===== src/rtl/reset_req.sv =====
// reset_req: watchdog plus software reset request source for the system reset generator.
//
// Issues a fixed-length registered pulse on rst_req, followed by a cooldown during which
// every input except rst_n is ignored, and records the reason for the last request in a
// sticky cause register that survives the system reset it triggers.
//
// Optional build macro RESET_REQ_WINDOW_EN: when defined, a kick that arrives while the
// watchdog count is still above WIN is treated as a violation and fires a request with
// cause 2'b11. When undefined, WIN is ignored and every kick is legal.
//
// Request latency: a timeout or window violation raises rst_req on the same edge that
// enters REQ. A software request enters REQ on the sampling edge but holds rst_req low
// for one extra cycle, so rst_req rises one edge later.

module reset_req #(
  parameter int unsigned TOV = 1000000,
  parameter int unsigned PLS = 16,
  parameter int unsigned HLD = 256,
  parameter int unsigned WIN = 0,
  localparam int unsigned TOW = $clog2(TOV + 1)
) (
  input  logic           clk,
  input  logic           rst_n,
  input  logic           en,
  input  logic           kick,
  input  logic           sw_rst,
  input  logic           clr_cause,
  output logic           rst_req,
  output logic           busy,
  output logic [1:0]     cause,
  output logic [TOW-1:0] cnt
);

  // Pulse and hold share one down-counter sized for the longer of the two phases.
  localparam int unsigned PMAX = (PLS > HLD) ? PLS : HLD;
  localparam int unsigned PW   = $clog2(PMAX + 1);

  localparam logic [TOW-1:0] CntTov  = TOW'(TOV);
  localparam logic [PW-1:0]  PlsLast = PW'(PLS - 1);
  localparam logic [PW-1:0]  HldLast = PW'(HLD - 1);

`ifdef RESET_REQ_WINDOW_EN
  localparam logic [TOW-1:0] CntWin = TOW'(WIN);
`endif

  localparam logic [1:0] CauseNone = 2'b00;
  localparam logic [1:0] CauseTmo  = 2'b01;
  localparam logic [1:0] CauseSw   = 2'b10;
`ifdef RESET_REQ_WINDOW_EN
  localparam logic [1:0] CauseWin  = 2'b11;
`endif

  typedef enum logic [1:0] {
    StIdle,
    StRun,
    StReq,
    StHold
  } state_e;

  state_e         state_q, state_d;
  logic [TOW-1:0] cnt_q, cnt_d;
  logic [PW-1:0]  pcnt_q, pcnt_d;
  logic           rst_req_q, rst_req_d;
  logic           busy_q, busy_d;
  logic [1:0]     cause_q, cause_d;
  // Set for the single REQ cycle that precedes a software-triggered pulse.
  logic           defer_q, defer_d;
  logic           load_cause;
  logic [1:0]     new_cause;

  // Next-state, counters and pulse control.
  always_comb begin
    state_d    = state_q;
    cnt_d      = cnt_q;
    pcnt_d     = pcnt_q;
    rst_req_d  = 1'b0;
    defer_d    = 1'b0;
    load_cause = 1'b0;
    new_cause  = CauseNone;

    unique case (state_q)
      StIdle: begin
        cnt_d = CntTov;
        if (sw_rst) begin
          state_d    = StReq;
          defer_d    = 1'b1;
          pcnt_d     = PlsLast;
          load_cause = 1'b1;
          new_cause  = CauseSw;
        end else if (en) begin
          state_d = StRun;
        end
      end

      StRun: begin
        if (sw_rst) begin
          state_d    = StReq;
          defer_d    = 1'b1;
          pcnt_d     = PlsLast;
          load_cause = 1'b1;
          new_cause  = CauseSw;
        end else if (!en) begin
          state_d = StIdle;
          cnt_d   = CntTov;
`ifdef RESET_REQ_WINDOW_EN
        end else if (kick && (cnt_q > CntWin)) begin
          // Kicked too early: the window is still closed.
          state_d    = StReq;
          rst_req_d  = 1'b1;
          pcnt_d     = PlsLast;
          load_cause = 1'b1;
          new_cause  = CauseWin;
`endif
        end else if (kick) begin
          // A kick at cnt == 0 lands here first and so prevents expiry.
          cnt_d = CntTov;
        end else if (cnt_q == '0) begin
          state_d    = StReq;
          rst_req_d  = 1'b1;
          pcnt_d     = PlsLast;
          load_cause = 1'b1;
          new_cause  = CauseTmo;
        end else begin
          cnt_d = cnt_q - TOW'(1);
        end
      end

      StReq: begin
        if (defer_q) begin
          rst_req_d = 1'b1;
        end else if (pcnt_q == '0) begin
          state_d = StHold;
          pcnt_d  = HldLast;
        end else begin
          rst_req_d = 1'b1;
          pcnt_d    = pcnt_q - PW'(1);
        end
      end

      StHold: begin
        if (pcnt_q == '0) begin
          state_d = StIdle;
          cnt_d   = CntTov;
        end else begin
          pcnt_d = pcnt_q - PW'(1);
        end
      end

      default: begin
        state_d = StIdle;
        cnt_d   = CntTov;
      end
    endcase
  end

  // Cause register: a newly loaded cause beats a clear; clears are ignored during cooldown.
  always_comb begin
    cause_d = cause_q;
    if (load_cause) begin
      cause_d = new_cause;
    end else if (clr_cause && (state_q != StHold)) begin
      cause_d = CauseNone;
    end
  end

  // Busy is registered from the next state so it lines up with the state register.
  always_comb begin
    busy_d = (state_d == StReq) || (state_d == StHold);
  end

  // State and output registers, cleared only by the power-on reset.
  always_ff @(posedge clk or negedge rst_n) begin
    if (!rst_n) begin
      state_q   <= StIdle;
      cnt_q     <= CntTov;
      pcnt_q    <= '0;
      rst_req_q <= 1'b0;
      busy_q    <= 1'b0;
      cause_q   <= CauseNone;
      defer_q   <= 1'b0;
    end else begin
      state_q   <= state_d;
      cnt_q     <= cnt_d;
      pcnt_q    <= pcnt_d;
      rst_req_q <= rst_req_d;
      busy_q    <= busy_d;
      cause_q   <= cause_d;
      defer_q   <= defer_d;
    end
  end

  assign rst_req = rst_req_q;
  assign busy    = busy_q;
  assign cause   = cause_q;
  assign cnt     = cnt_q;

endmodule


===== config.mk =====
export PLATFORM = sky130hd
export DESIGN_NAME = reset_req
export DESIGN_NICKNAME = d
export VERILOG_FILES = /design/src/rtl/reset_req.sv
export SDC_FILE = /design/constraint.sdc
export NUM_CORES = 1
export LEC_CHECK = 0
export ABC_AREA = 1
export CAP_MARGIN = 0
export CORE_UTILIZATION = 32
export DETAILED_ROUTE_END_ITERATION = 8
export PLACE_DENSITY = 0.59
export REMOVE_ABC_BUFFERS = 1
export SYNTH_ARGS = -nofsm -noshare
export SYNTH_HDL_FRONTEND = slang
export SYNTH_SLANG_ARGS = --single-unit

===== constraint.sdc =====
create_clock -name clk -period 3.1 [get_ports clk]
set_input_delay 0.775 -clock clk [delete_from_list [all_inputs] [get_ports clk]]
set_output_delay 0.775 -clock clk [all_outputs]
set_load 0.05 [all_outputs]

==> impl_metrics.ini <==
[timing]
measured_slew_at_the_worst_slew_check_pin_ps = 1152
timing_hold_violations_final = 0
finalCritPeriodShare_pct = 90.57
finalClockSkew_ps = 7.450
max_freq_mhz = 356.1
rsz_0062_raised_after_global_routing = no
finalMaxSlewViolations = 0
totalNegativeSetupSlack_ps = 0
report.final.setup_viol = 0
relSlewSlack_pct = 23.14
final_period_minus_worst_setup_slack_ps = 2808

[global_routing]
grt_max_degree = 36
track_usage_pct = 16.01
vias_in_the_first_global_route = 2376
number_of_antenna_violations_at_the_first_check_in_global_routing = 0
grt.overflow.total = 0
grt_first_pass_wirelength_um = 10980

[cells_and_area]
layout_common_cells = 116 x sky130_fd_sc_hd__nand2_1, 47 x sky130_fd_sc_hd__inv_1, 43 x sky130_fd_sc_hd__nor2_1, 41 x sky130_fd_sc_hd__nand3_1, 29 x sky130_fd_sc_hd__clkdlybuf4s50_1
commonest_non_fill_non_tap_cell_in_the_layout = sky130_fd_sc_hd__nand2_1
antennaDiodeCount = 0
num-nets-final = 428
post_route_non_filler_standard_cell_count = 517
filler_cell_count = 819
final_layout_size_suffix_gt1_share_pct = 11.33
layout-area-overhead-vs-synth_pct = 18.03

[yosys]
synthSimpleGateAreaFrac_pct = 43.37
post_synth_fa_ha_maj_area_fraction_pct = 3.846
synth_mux_area_share_pct = 0
synth.distinct_cells = 34
syn-instance-count = 384
netlist_area_mm2 = 0.002602
synth_compound_area_share_pct = 7.740
post_synth_xor_area_fraction_pct = 1.346
syn_avg_cell_area_um2 = 6.777
synth_top_family_by_area = simple AND/OR/NAND/NOR gates
synth_sequential_area_ratio_pct = 33.99
synth.ff_latch_count = 35
ys.warnings.count = 0

[min_path]
holdCritStartpoint = cnt[19]$_DFFE_PN1P_
worstHoldPathType = register to register
worst_hold_path_depth = 2
hold_end = cnt[19]$_DFFE_PN1P_

[routing]
drtAntennaViolNets = 0
vias = 2464
route.detailed.wl_per_inst_um = 12.42
vias_per_cell = 4.766
finalWirelength_um = 6419
dr.first_iter.drc_count = 119
detail_route.first_pass.iterations = 4
drc = 0

[clocking]
cts_root_buf = sky130_fd_sc_hd__clkbuf_8
cts_tree = done
max-clock-path-buffers = 2
cts_inserted_buffers = 5
htreeDepth = 2
clock-sinks = 35
post_cts_buffers = 0
cts_repair_resize_count = 0
clkLatencyLatePin_ps = 290
clkTransAtPathRegs_ps = 70
post_cts_hold_buffer_count = 0

[pwr]
pwr_density_cell_mw_per_mm2 = 831.1
p_leak_nw = 1.508
worst_ir_drop_vdd_mv = 0.2907

[critical_path]
worstSetupEndpointType = register
r2r.worst_path.cells = 9
arrival_ps = 3030
critPathKind = input pin to register
timing.critical_path.fanout_max = 30
critical_path.reg2reg.startpoint = busy$_DFF_PN0_
cp_data_required_time_ps = 3320
critical_path.startpoint_type = input pin
rrSetupSlack_ps = 490
worstReg2RegEnd = cnt[18]$_DFFE_PN1P_

[floorplan]
standard_cell_rows = 32
fp.dieArea_mm2 = 0.008497
initial_utilization_pct = 33.33
die_h_um = 92.18
die_width_um = 92.18
core-area_mm2 = 0.007807
io-pin-count = 30

[flow_run]
timing.max_cap.violations = 0

[placed_design]
detailedPlacementHpwl_um = 4836
io_buffer_count = 29
dp.cells = 509
routabilityCongestion = 0.8322

[status]
run_status = completed
## synth_stat cells, drive strengths merged
cell,number,area share [%]
nor3,6,1.2
a21boi,2,0.72
a31o,1,0.34
buf,6,1.8
inv,50,7.3
nand4,15,4.2
nand3b,4,1.2
ha,8,3.8
clkbuf,4,0.62
dfrtp,28,27
nand2,124,19
nand3,41,7.9
o211ai,2,0.58
o21ai,23,4.7
xor2,4,1.3
nor2,54,10
dfstp,7,7.1
a21oi,5,1.4
## per-layer routing
| metal | up-vias | wire, um | GRT usage [%] | share of wire, % |
|---|---|---|---|---|
| met2 | 55 | 2943 | 26.74 | 46 |
| met3 | 8 | 261 | 2.985 | 4.1 |
| met1 | 1118 | 3129 | 20.86 | 49 |
| met4 | 0 | 85 | 4.948 | 1.3 |
| met5 | - | 0 | 0 | 0 |
| li1 | 1283 | - | - | - |
## worst max-delay path by stage
stage / to / start
floorplan: cnt[17]$_DFFE_PN1P_ / busy$_DFF_PN0_
global placement: cnt[19]$_DFFE_PN1P_ / kick
detailed placement: cnt[18]$_DFFE_PN1P_ / kick
CTS: cnt[18]$_DFFE_PN1P_ / kick
global route: cnt[18]$_DFFE_PN1P_ / kick
finish: cnt[18]$_DFFE_PN1P_ / kick
## critical path, cell delays in order
cell and delay (ps):
sky130_fd_sc_hd__clkdlybuf4s50_1 540, sky130_fd_sc_hd__inv_1 80, sky130_fd_sc_hd__nand2_1 100, sky130_fd_sc_hd__nor2_2 80
sky130_fd_sc_hd__nand4_4 120, sky130_fd_sc_hd__nand2_1 90, sky130_fd_sc_hd__nor2_2 870, sky130_fd_sc_hd__nand2_1 220
sky130_fd_sc_hd__nand3_1 160
## per-stage QoR
stage / instance area (um2) / total power (W) / utilization [%] / hold WS (ps) / setup WS, ps
finish: 3072 / 0.002553 / 39.34 / 518.2 / 292.2
global route: 3072 / 0.002779 / 39.34 / 536.4 / 12.77
CTS: 3072 / 0.002562 / 39.34 / 519.5 / 322.3
detailed placement: 2988 / 0.002231 / 38.27 / 500.1 / 33.77
global placement: 2988 / 0.002214 / 38.27 / 506.4 / 69.87
floorplan: 2540 / 0.001860 / - / 479.4 / 449.7
## sequential cells by signal, indices dropped and copies added, names as in the netlist
register / flops
rst_req: 1
cnt: 20
state_q: 1
cause: 2
busy: 1
defer_q: 1
pcnt_q: 9
## power by group
group / internal, W / total (W) / switching, W
combinational: 0.000486 / 0.00151 / 0.00102
clock: 0.000154 / 0.000328 / 0.000174
sequential: 0.000591 / 0.000719 / 0.000128
## logic make-up (layout without fill, tap and decap cells)
family          Yosys count  in the layout
flops                    35             35
buf+inv                  60             91
simple gates            244            244
fa+ha+maj                 8              8
compound gates           33             33
xor+xnor                  4              4
## area by class of cell
type | count | area [um2] | area share (%)
Timing Repair Buffer | 33 | 320.3 | 10.43
Inverter | 50 | 190.2 | 6.191
Sequential cell | 35 | 884.6 | 28.80
Clock inverter | 3 | 15.01 | 0.4888
Clock buffer | 5 | 68.82 | 2.240
Multi-Input combinational cell | 289 | 1465 | 47.70
Tap cell | 102 | 127.6 | 4.155
Power figures use the tool's default switching activity.
